## src/rtl/cache_tg_pkg.sv

```systemverilog
// Shared field layout, FSM state type and pack/unpack helpers for the cache traffic generator.
package cache_tg_pkg;

  localparam int REQ_W            = 70;
  localparam int RSP_W            = 52;
  localparam int DATA_W           = 32;
  localparam int ADDR_W           = 32;
  localparam int BE_W             = 4;
  localparam int ADDR_LO_W        = 16;
  localparam int REQ_IS_WRITE_BIT = 69;
  localparam int REQ_RSVD_BIT     = 68;
  localparam int REQ_BE_LSB       = 64;
  localparam int REQ_ADDR_LSB     = 32;
  localparam int REQ_DATA_LSB     = 0;
  localparam int RSP_BE_LSB       = 48;
  localparam int RSP_ADDR_LSB     = 32;
  localparam int RSP_DATA_LSB     = 0;

  localparam logic [31:0]     LFSR_POLY = 32'h8020_0003;
  localparam logic [BE_W-1:0] FULL_BE   = 4'hF;

  typedef enum logic [2:0] {
    ST_IDLE,
    ST_WRITE,
    ST_DRAIN_W,
    ST_READ,
    ST_DRAIN_R,
    ST_DONE
  } tg_state_e;

  typedef struct packed {
    logic [BE_W-1:0]      byte_en;
    logic [ADDR_LO_W-1:0] addr_lo;
    logic [DATA_W-1:0]    data;
  } rsp_t;

  function automatic logic [REQ_W-1:0] pack_request(
    input logic              is_write,
    input logic [BE_W-1:0]   byte_en,
    input logic [ADDR_W-1:0] addr,
    input logic [DATA_W-1:0] data
  );
    logic [REQ_W-1:0] req;
    req                             = '0;
    req[REQ_IS_WRITE_BIT]           = is_write;
    req[REQ_RSVD_BIT]               = 1'b0;
    req[REQ_BE_LSB +: BE_W]         = byte_en;
    req[REQ_ADDR_LSB +: ADDR_W]     = addr;
    req[REQ_DATA_LSB +: DATA_W]     = data;
    return req;
  endfunction

  function automatic rsp_t unpack_response(input logic [RSP_W-1:0] rsp);
    rsp_t r;
    r.byte_en = rsp[RSP_BE_LSB +: BE_W];
    r.addr_lo = rsp[RSP_ADDR_LSB +: ADDR_LO_W];
    r.data    = rsp[RSP_DATA_LSB +: DATA_W];
    return r;
  endfunction

  // Galois step: shift right, fold the polynomial back in when a one falls out.
  function automatic logic [31:0] lfsr_next(input logic [31:0] x);
    return x[0] ? ((x >> 1) ^ LFSR_POLY) : (x >> 1);
  endfunction

endpackage

```

## src/rtl/cache_traffic_gen_lfsr32.sv

```systemverilog
// 32-bit Galois LFSR with synchronous load; exposes both the current and the next state.
module lfsr32
  import cache_tg_pkg::*;
(
  input  logic        clk,
  input  logic        rst,
  input  logic        load,
  input  logic        step,
  input  logic [31:0] seed,
  output logic [31:0] state,
  output logic [31:0] state_next
);

  logic [31:0] state_q;
  logic [31:0] state_d;

  always_comb begin
    state_d = state_q;
    if (load) begin
      state_d = seed;
    end else if (step) begin
      state_d = lfsr_next(state_q);
    end
  end

  always_ff @(posedge clk) begin
    if (rst) begin
      state_q <= '0;
    end else begin
      state_q <= state_d;
    end
  end

  assign state      = state_q;
  assign state_next = state_d;

endmodule

```

## src/rtl/cache_traffic_gen.sv

```systemverilog
// Write-then-readback traffic generator for one cache get/put port, with in-order response checking.
module cache_traffic_gen
  import cache_tg_pkg::*;
#(
  parameter int unsigned NUM_REQS        = 64,
  parameter logic [31:0] BASE_ADDR       = 32'h0000_1000,
  parameter int unsigned MAX_OUTSTANDING = 4,
  parameter logic [31:0] SEED            = 32'h0000_ACE1,
  parameter int unsigned TIMEOUT         = 1024
) (
  input  logic             CLK,
  input  logic             RST,
  input  logic             start,
  output logic             put_valid,
  input  logic             put_ready,
  output logic [REQ_W-1:0] put_request,
  output logic             get_valid,
  input  logic             get_ready,
  input  logic [RSP_W-1:0] get_response,
  output logic             busy,
  output logic             done,
  output logic             pass,
  output logic             timeout,
  output logic [15:0]      err_count
);

  localparam logic [15:0] NREQ   = 16'(NUM_REQS);
  localparam logic [3:0]  MAXO   = 4'(MAX_OUTSTANDING);
  localparam logic [31:0] TMO    = 32'(TIMEOUT);

  tg_state_e        state_q, state_d;
  logic [15:0]      issued_q, issued_d;
  logic [15:0]      rsp_idx_q, rsp_idx_d;
  logic [3:0]       outstanding_q, outstanding_d;
  logic [31:0]      stall_q, stall_d;
  logic [15:0]      err_q, err_d;
  logic             timeout_q, timeout_d;
  logic             pass_q, pass_d;
  logic             done_q, done_d;
  logic             busy_q, busy_d;
  logic             put_valid_q, put_valid_d;
  logic [REQ_W-1:0] put_request_q, put_request_d;
  logic             get_valid_q, get_valid_d;

  logic             put_fire, get_fire, get_ok;
  logic             active, rsp_is_read, rsp_bad, err_event;
  logic             gen_load, gen_step, chk_load, chk_step;
  logic [15:0]      exp_addr_lo;
  rsp_t             rsp;
  logic [31:0]      gen_state_unused, gen_next;
  logic [31:0]      chk_state, chk_next_unused;

  lfsr32 u_gen_lfsr (
    .clk        (CLK),
    .rst        (RST),
    .load       (gen_load),
    .step       (gen_step),
    .seed       (SEED),
    .state      (gen_state_unused),
    .state_next (gen_next)
  );

  lfsr32 u_chk_lfsr (
    .clk        (CLK),
    .rst        (RST),
    .load       (chk_load),
    .step       (chk_step),
    .seed       (SEED),
    .state      (chk_state),
    .state_next (chk_next_unused)
  );

  always_comb begin
    put_fire    = put_valid_q & put_ready;
    get_fire    = get_valid_q & get_ready;
    get_ok      = get_fire & (outstanding_q != 4'd0);
    active      = (state_q == ST_WRITE) || (state_q == ST_DRAIN_W) ||
                  (state_q == ST_READ)  || (state_q == ST_DRAIN_R);
    rsp_is_read = (state_q == ST_READ) || (state_q == ST_DRAIN_R);
    rsp         = unpack_response(get_response);
    exp_addr_lo = BASE_ADDR[15:0] + {rsp_idx_q[13:0], 2'b00};
    rsp_bad     = (rsp.addr_lo != exp_addr_lo) || (rsp.byte_en != FULL_BE) ||
                  (rsp_is_read && (rsp.data != chk_state));
    // A get with nothing outstanding is one error on its own and is not field-checked.
    err_event   = get_fire & (~get_ok | rsp_bad);

    state_d       = state_q;
    issued_d      = issued_q;
    rsp_idx_d     = rsp_idx_q;
    outstanding_d = outstanding_q;
    stall_d       = stall_q;
    err_d         = err_q;
    timeout_d     = timeout_q;
    gen_load      = 1'b0;
    chk_load      = 1'b0;
    gen_step      = put_fire & (state_q == ST_WRITE);
    chk_step      = get_ok & rsp_is_read;

    if (put_fire) issued_d = issued_q + 16'd1;
    if (get_ok) rsp_idx_d = rsp_idx_q + 16'd1;
    if (put_fire && !get_ok) begin
      outstanding_d = outstanding_q + 4'd1;
    end else if (!put_fire && get_ok) begin
      outstanding_d = outstanding_q - 4'd1;
    end
    if (err_event && (err_q != 16'hFFFF)) err_d = err_q + 16'd1;
    if (active) stall_d = (put_fire || get_fire) ? 32'd0 : stall_q + 32'd1;

    case (state_q)
      ST_IDLE, ST_DONE: begin
        if (start) begin
          state_d       = ST_WRITE;
          issued_d      = '0;
          rsp_idx_d     = '0;
          outstanding_d = '0;
          stall_d       = '0;
          err_d         = '0;
          timeout_d     = 1'b0;
          gen_load      = 1'b1;
          chk_load      = 1'b1;
        end
      end
      ST_WRITE: if (put_fire && (issued_q == NREQ - 16'd1)) state_d = ST_DRAIN_W;
      ST_DRAIN_W: begin
        if (outstanding_q == 4'd0) begin
          state_d   = ST_READ;
          issued_d  = '0;
          rsp_idx_d = '0;
        end
      end
      ST_READ:    if (put_fire && (issued_q == NREQ - 16'd1)) state_d = ST_DRAIN_R;
      ST_DRAIN_R: if (outstanding_d == 4'd0) state_d = ST_DONE;
      default:    state_d = ST_IDLE;
    endcase

    if (active && (stall_d >= TMO)) begin
      state_d   = ST_DONE;
      timeout_d = 1'b1;
    end

    // Registered outputs are derived from next-state values so they line up with the state.
    put_valid_d   = ((state_d == ST_WRITE) || (state_d == ST_READ)) &&
                    (issued_d < NREQ) && (outstanding_d < MAXO);
    put_request_d = put_valid_d ?
                    pack_request(state_d == ST_WRITE, FULL_BE,
                                 BASE_ADDR + {14'd0, issued_d, 2'b00},
                                 (state_d == ST_WRITE) ? gen_next : 32'd0) : '0;
    get_valid_d   = (state_d == ST_WRITE) || (state_d == ST_DRAIN_W) ||
                    (state_d == ST_READ)  || (state_d == ST_DRAIN_R);
    busy_d        = get_valid_d;
    done_d        = (state_d == ST_DONE);
    pass_d        = done_d && (err_d == 16'd0) && !timeout_d;
  end

  always_ff @(posedge CLK) begin
    if (RST) begin
      state_q       <= ST_IDLE;
      issued_q      <= '0;
      rsp_idx_q     <= '0;
      outstanding_q <= '0;
      stall_q       <= '0;
      err_q         <= '0;
      timeout_q     <= 1'b0;
      pass_q        <= 1'b0;
      done_q        <= 1'b0;
      busy_q        <= 1'b0;
      put_valid_q   <= 1'b0;
      put_request_q <= '0;
      get_valid_q   <= 1'b0;
    end else begin
      state_q       <= state_d;
      issued_q      <= issued_d;
      rsp_idx_q     <= rsp_idx_d;
      outstanding_q <= outstanding_d;
      stall_q       <= stall_d;
      err_q         <= err_d;
      timeout_q     <= timeout_d;
      pass_q        <= pass_d;
      done_q        <= done_d;
      busy_q        <= busy_d;
      put_valid_q   <= put_valid_d;
      put_request_q <= put_request_d;
      get_valid_q   <= get_valid_d;
    end
  end

  assign put_valid   = put_valid_q;
  assign put_request = put_request_q;
  assign get_valid   = get_valid_q;
  assign busy        = busy_q;
  assign done        = done_q;
  assign pass        = pass_q;
  assign timeout     = timeout_q;
  assign err_count   = err_q;

endmodule

```

## config.mk

```make
export PLATFORM = sky130hd
export DESIGN_NAME = cache_traffic_gen
export DESIGN_NICKNAME = d
export VERILOG_FILES = /design/src/rtl/cache_tg_pkg.sv /design/src/rtl/cache_traffic_gen_lfsr32.sv /design/src/rtl/cache_traffic_gen.sv
export SDC_FILE = /design/constraint.sdc
export NUM_CORES = 1
export LEC_CHECK = 0
export CAP_MARGIN = 5
export CORE_ASPECT_RATIO = 1.5
export CORE_MARGIN = 2
export CORE_UTILIZATION = 50
export CTS_CLUSTER_DIAMETER = 200
export DETAILED_ROUTE_END_ITERATION = 10
export GPL_TIMING_DRIVEN = 0
export HOLD_SLACK_MARGIN = 0.05
export PLACE_DENSITY = 0.75
export SETUP_SLACK_MARGIN = 0.05
export SYNTH_ARGS = -nofsm -noshare
export SYNTH_HDL_FRONTEND = slang
export SYNTH_SLANG_ARGS = --single-unit
```

## constraint.sdc

```tcl
create_clock -name CLK -period 7.4 [get_ports CLK]
set_input_delay 0.74 -clock CLK [delete_from_list [all_inputs] [get_ports CLK]]
set_output_delay 0.74 -clock CLK [all_outputs]
set_load 0.01 [all_outputs]
```

==> results.cfg, run 1 <==
[setup_path]
crit_path_start_kind = register
critPathArrivalTime_ps = 4230
critical_path.reg2reg.startpoint = outstanding_q[1]
crit_start = outstanding_q[1]
cp-endpoint = put_request[21]
cp.required_ps = 7800
ff2ff_path_depth = 14
crit_path_end_kind = register
crit_fanout = 10
crit_path_class = register to register
critical_path.reg2reg.endpoint = put_request[21]
r2r_setup_slack_ps = 3570

[hold_path]
worstHoldPathType = register to register

[drt]
final_antenna_violating_net_count = 0
sum_of_routed_wire_length_over_all_layers_mm = 22.6
drt_iter0_drc = 373
drt_pre_antenna_iters = 4
detailroute.via_count = 7818
detail_route.drc_violations = 0
vias_per_cell = 5.33
routedWlPerCell_um = 15.4

[final_layout]
flow.area_growth_from_synthesis_pct = 26.0
diodes = 0
fin_nets = 1301
post_route_cells_drive_above_1_share = 0.0657

[floorplanning]
coreArea_mm2 = 0.0180
initial_utilization = 0.511
fp.dieArea_mm2 = 0.0195
die_h_um = 170
chipWidth_um = 115
placementRows = 60
io_pins = 149

[run]
maxCapViolCount = 0

[clock_tree]
clkTransAtPathRegs_ps = 70
clkLatencyLatePin_ps = 500
tritoncts_clock_tree = yes
cts_htree_levels = 1
clockBufferDepth = 3
tritoncts_num_sinks = 204
post_cts_resized = 0
tritoncts.num_buffers = 20
setup_fix_buffers_added_after_clock_tree_synthesis = 0
root_buffer = sky130_fd_sc_hd__clkbuf_16
holdBufCountCts = 0

[placement]
port_buffers = 132
place.detailed.hpwl_mm = 16.8
routabilityCongestion = 0.890

[status]
outcome = finished, final reports clean

[power_and_ir_drop]
ir_drop_v = 0.000209
combPwrFrac = 0.081
switching_power_w = 0.000546
cellInternalPower_w = 0.00186
power_switching_share = 0.227
total_leakage_power_nw = 4.26
sequentialPowerShare = 0.470
cellPowerDensity_mw_per_mm2 = 208
clkPwrFrac = 0.450

[logic_synthesis]
post_synth_instance_area_mm2 = 0.00921
portion_of_the_post_synthesis_area_used_by_sequential_elements = 0.443
netlist-cell-type-count = 68
async_flop_share = 0
synth_seq_cells = 204
synth.largest_area_cell = sky130_fd_sc_hd__dfxtp_1
number_of_enable_flip_flop_cells_after_synthesis = 0
synth_most_common_cell = sky130_fd_sc_hd__dfxtp_1
syn-mean-instance-area_um2 = 8.70
syn_inst = 1058
yosysWarningCount = 0
synthTopCellsByArea = sky130_fd_sc_hd__dfxtp_1 44%, sky130_fd_sc_hd__xor2_1 7.5%, sky130_fd_sc_hd__nor2_1 6.0%, sky130_fd_sc_hd__xnor2_1 4.7%, sky130_fd_sc_hd__nand2_1 4.2%
yosys-top-cells-count = 204 x sky130_fd_sc_hd__dfxtp_1, 148 x sky130_fd_sc_hd__nor2_1, 103 x sky130_fd_sc_hd__nand2_1, 79 x sky130_fd_sc_hd__xor2_1, 57 x sky130_fd_sc_hd__nor3_1
ys.flop_type = sky130_fd_sc_hd__dfxtp_1
share_of_the_synthesized_area_in_the_top_cell_type = 0.443

[timing]
setup_tns_ps = 0
peak_clock_frequency_supported_by_timing_ghz = 0.261
rsz_0062_raised_after_global_routing = no
transition_time_at_the_pin_with_the_least_slew_margin_ps = 746
min_cycle_time_layout_ps = 3830
fin_crit_sh = 0.517
clock_skew_ps = 11.9
timing.final.max_slew_violations = 0
setup_viol = 0
max_slew_margin = 0.502
number_of_hold_violations_in_the_final_report = 0
worst_hold_slack_ps = 472

[grt]
grt_antenna_before_repair = 0
first_global_vias = 7700
grt_start_max_net_pins = 16
grt_first_pass_wirelength_mm = 36.6
total_congestion_overflow = 0
grt.total_usage = 0.230
[routing by layer]
layer / vias up / routed length [um] / track usage
met1: 3652 / 8780 / 0.241
met3: 53 / 1220 / 0.0470
li1: 3945 / - / -
met5: - / 0 / 0
met2: 168 / 11900 / 0.447
met4: 0 / 639 / 0.0791
[worst min path at each step]
stage                     slack (ps)  cells after the start       start    endpoint
final                            470                      2  stall_q[1]  stall_q[1]
after global placement           460                      2  stall_q[1]  stall_q[1]
after CTS                        470                      2  stall_q[1]  stall_q[1]
after floorplan                  440                      2  stall_q[1]  stall_q[1]
after detailed placement         460                      2  stall_q[1]  stall_q[1]
after global routing             490                      2  stall_q[1]  stall_q[1]
[through the flow]
step	utilization	cells	total power [W]	instance area, um^2	setup WS, ps
after global placement	0.604	1430	0.00135	10900	3260
after detailed placement	0.604	1430	0.00135	10900	3290
after floorplan	-	1081	0.00126	9300	4400
after global routing	0.644	1466	0.00249	11600	3220
final	0.644	1466	0.00241	11600	3570
after CTS	0.644	1466	0.00243	11600	3580
[logic make-up after synthesis]
| logic type | Yosys count | synth area share |
|---|---|---|
| AO/OA/AOI/OAI | 118 | 0.0807 |
| other | 1 | 0.000407 |
| AND/OR/NAND/NOR | 478 | 0.257 |
| XOR/XNOR | 128 | 0.122 |
| multiplexers | 35 | 0.0380 |
| buffers and inverters | 85 | 0.0463 |
| adder cells (fa/ha/maj) | 9 | 0.0122 |
| flip-flops | 204 | 0.443 |
[power by group through the flow]
stage | clock network [W] | registers [W] | logic [W]
floorplan | 0 | 0.00116 | 0.000103
global placement | 0 | 0.00115 | 0.000191
detailed placement | 0 | 0.00116 | 0.000193
CTS | 0.00110 | 0.00113 | 0.000195
global route | 0.00114 | 0.00113 | 0.000212
finish | 0.00108 | 0.00113 | 0.000194
[worst max-delay path: stages, from the launching register on]
cell	delay (ps)
sky130_fd_sc_hd__dfxtp_1	360
sky130_fd_sc_hd__inv_1	120
sky130_fd_sc_hd__ha_1	180
sky130_fd_sc_hd__nor3b_1	500
sky130_fd_sc_hd__nand3_1	170
sky130_fd_sc_hd__nand2_1	190
sky130_fd_sc_hd__clkbuf_1	400
sky130_fd_sc_hd__nor2_1	190
sky130_fd_sc_hd__inv_1	90
sky130_fd_sc_hd__ha_1	140
sky130_fd_sc_hd__nor4b_1	220
sky130_fd_sc_hd__o2111ai_1	410
sky130_fd_sc_hd__nand3b_4	340
sky130_fd_sc_hd__buf_2	210
sky130_fd_sc_hd__nor3_1	220
[final cells by class]
cell class,instances,area (um^2)
Timing Repair Buffer,132,1320
Inverter,15,56.3
Buffer,70,370
Clock inverter,11,140
Sequential cell,204,4080
Tap cell,217,272
Clock buffer,25,571
Fill cell,1550,6420
Multi-Input combinational cell,792,4780
[sequential cells by signal (all words and copies together) (netlist names)]
register / flops
issued_q: 16
stall_q: 32
get_valid: 1
done: 1
timeout: 1
state_q: 3
err_count: 16
rsp_idx_q: 14
put_request: 51
u_chk_lfsr.state: 32
outstanding_q: 4
pass: 1
u_gen_lfsr.state: 32
[cell usage in the layout, fill, tap and decap left out, drive strengths merged, types with 19 or more instances in the layout]
master and instances:
xnor2 49, buf 35, a21oi 55, nand2 103
and3 24, clkbuf 60, conb 24, mux2i 35
o21ai 19, nand4 22, nand3 33, clkdlybuf4s50 132
dfxtp 204, nor4 27, nor3 60, nor2 149
xor2 79
No activity file was read; power rests on OpenSTA's default activity.
==> inputs of run 2 (changes only) <==
clock period = 4 ns   (was 7.4 ns; I/O delays follow)
==> results.cfg, run 2 (same netlist as run 1, synthesis figures left out) <==
[status]
outcome = finished, final reports clean

[clock_tree]
holdBufCountCts = 0
clkTransAtPathRegs_ps = 70
clockBufferDepth = 3
cts_htree_levels = 1
tritoncts_num_sinks = 204
tritoncts_clock_tree = yes
tritoncts.num_buffers = 20
root_buffer = sky130_fd_sc_hd__clkbuf_16
clkLatencyLatePin_ps = 500

[setup_path]
critPathArrivalTime_ps = 4030
crit_fanout = 10
cp.required_ps = 4400
crit_path_class = register to register
crit_path_end_kind = register
crit_path_start_kind = register

[timing]
fin_crit_sh = 0.907
number_of_hold_violations_in_the_final_report = 0
min_cycle_time_layout_ps = 3630
peak_clock_frequency_supported_by_timing_ghz = 0.276
rsz_0062_raised_after_global_routing = no
setup_tns_ps = 0
worst_hold_slack_ps = 472
max_slew_margin = 0.503
setup_viol = 0
transition_time_at_the_pin_with_the_least_slew_margin_ps = 744
clock_skew_ps = 12.2
timing.final.max_slew_violations = 0

[placement]
place.detailed.hpwl_mm = 16.8
routabilityCongestion = 0.890
port_buffers = 132

[grt]
total_congestion_overflow = 0
grt_start_max_net_pins = 16
grt.total_usage = 0.230
grt_first_pass_wirelength_mm = 36.6
first_global_vias = 7700
grt_antenna_before_repair = 0

[power_and_ir_drop]
ir_drop_v = 0.000386
total_leakage_power_nw = 4.27
cellPowerDensity_mw_per_mm2 = 384

[run]
maxCapViolCount = 0

[final_layout]
fillerInstances = 1550
largest_reg_flops = 51
final_cell_mix = 204 x sky130_fd_sc_hd__dfxtp_1, 148 x sky130_fd_sc_hd__nor2_1, 132 x sky130_fd_sc_hd__clkdlybuf4s50_1, 103 x sky130_fd_sc_hd__nand2_1, 79 x sky130_fd_sc_hd__xor2_1
post_route_cells_drive_above_1_share = 0.0665
diodes = 0
flow.area_growth_from_synthesis_pct = 26.0
mostFrequentLayoutCell = sky130_fd_sc_hd__dfxtp_1
fin_nets = 1301

[floorplanning]
die_h_um = 170
io_pins = 149
initial_utilization = 0.511
fp.dieArea_mm2 = 0.0195
coreArea_mm2 = 0.0180
chipWidth_um = 115
placementRows = 60

[drt]
sum_of_routed_wire_length_over_all_layers_mm = 22.6
final_antenna_violating_net_count = 0
detail_route.drc_violations = 0
vias_per_cell = 5.34
routedWlPerCell_um = 15.4
drt_iter0_drc = 366
detailroute.via_count = 7833
drt_pre_antenna_iters = 4

[hold_path]
worstHoldPathType = register to register
run 2: cell types whose count changed in the layout (fill, tap and decap cells not counted):
cell / change
sky130_fd_sc_hd__nor3b_1: -1
sky130_fd_sc_hd__nor3b_2: +1
run 2: critical path, cell delays in order, from the launching register on:
cell and delay [ps]:
sky130_fd_sc_hd__dfxtp_1 360, sky130_fd_sc_hd__inv_1 120, sky130_fd_sc_hd__ha_1 180, sky130_fd_sc_hd__or3b_2 470
sky130_fd_sc_hd__a21oi_1 350, sky130_fd_sc_hd__a22o_1 230, sky130_fd_sc_hd__and2_1 150, sky130_fd_sc_hd__o22ai_1 130
sky130_fd_sc_hd__o31ai_1 340, sky130_fd_sc_hd__o2111ai_1 430, sky130_fd_sc_hd__nand3b_4 340, sky130_fd_sc_hd__buf_2 210
sky130_fd_sc_hd__nor3_1 220
run 2: timing repair:
item | CTS | global route
setup endpoints to repair | 0 | 34
gates resized for setup | 0 | 1
setup buffers | 0 | 0
run 2: layer usage:
layer  part of all wire  GRT usage  vias up
met5                  0          0        -
met2               0.53      0.447      180
li1                   -          -     3943
met4              0.028     0.0791        0
met3              0.056     0.0470       52
met1               0.39      0.241     3658
run 2: where the power goes:
group          total, W  internal, W  switching (W)  leakage (nW)
sequential      0.00209      0.00207      0.0000261          1.65
combinational  0.000359     0.000169       0.000191          2.26
clock           0.00200      0.00121       0.000792         0.352
run 2: worst paths after layout:
path	end	startpoint	slack (ps)	depth (start not counted)
setup / recovery	put_request[21]	outstanding_q[1]	370	12
hold / removal	stall_q[1]	stall_q[1]	470	2
setup reg to reg	put_request[21]	outstanding_q[1]	370	12
hold reg to reg	stall_q[1]	stall_q[1]	470	2
run 2: layout make-up:
type | count | area, um^2 | share of cell area
clock inverter | 11 | 140 | 0.0121
buffer | 70 | 370 | 0.0319
clock buffer | 25 | 571 | 0.0492
tap | 217 | 272 | 0.0234
timing repair buffer | 132 | 1320 | 0.114
sequential | 204 | 4080 | 0.352
multi-input combinational | 792 | 4790 | 0.413
inverter | 15 | 56.3 | 0.00485
run 2: per-stage QoR:
step,util,power [W],cells,worst slack [ps],instance area (um^2)
after CTS,0.644,0.00449,1466,178,11600
after global placement,0.604,0.00249,1430,201,10900
after global routing,0.644,0.00460,1466,53.1,11600
final,0.644,0.00445,1466,373,11600
after floorplan,-,0.00233,1081,1080,9300
after detailed placement,0.604,0.00249,1430,233,10900
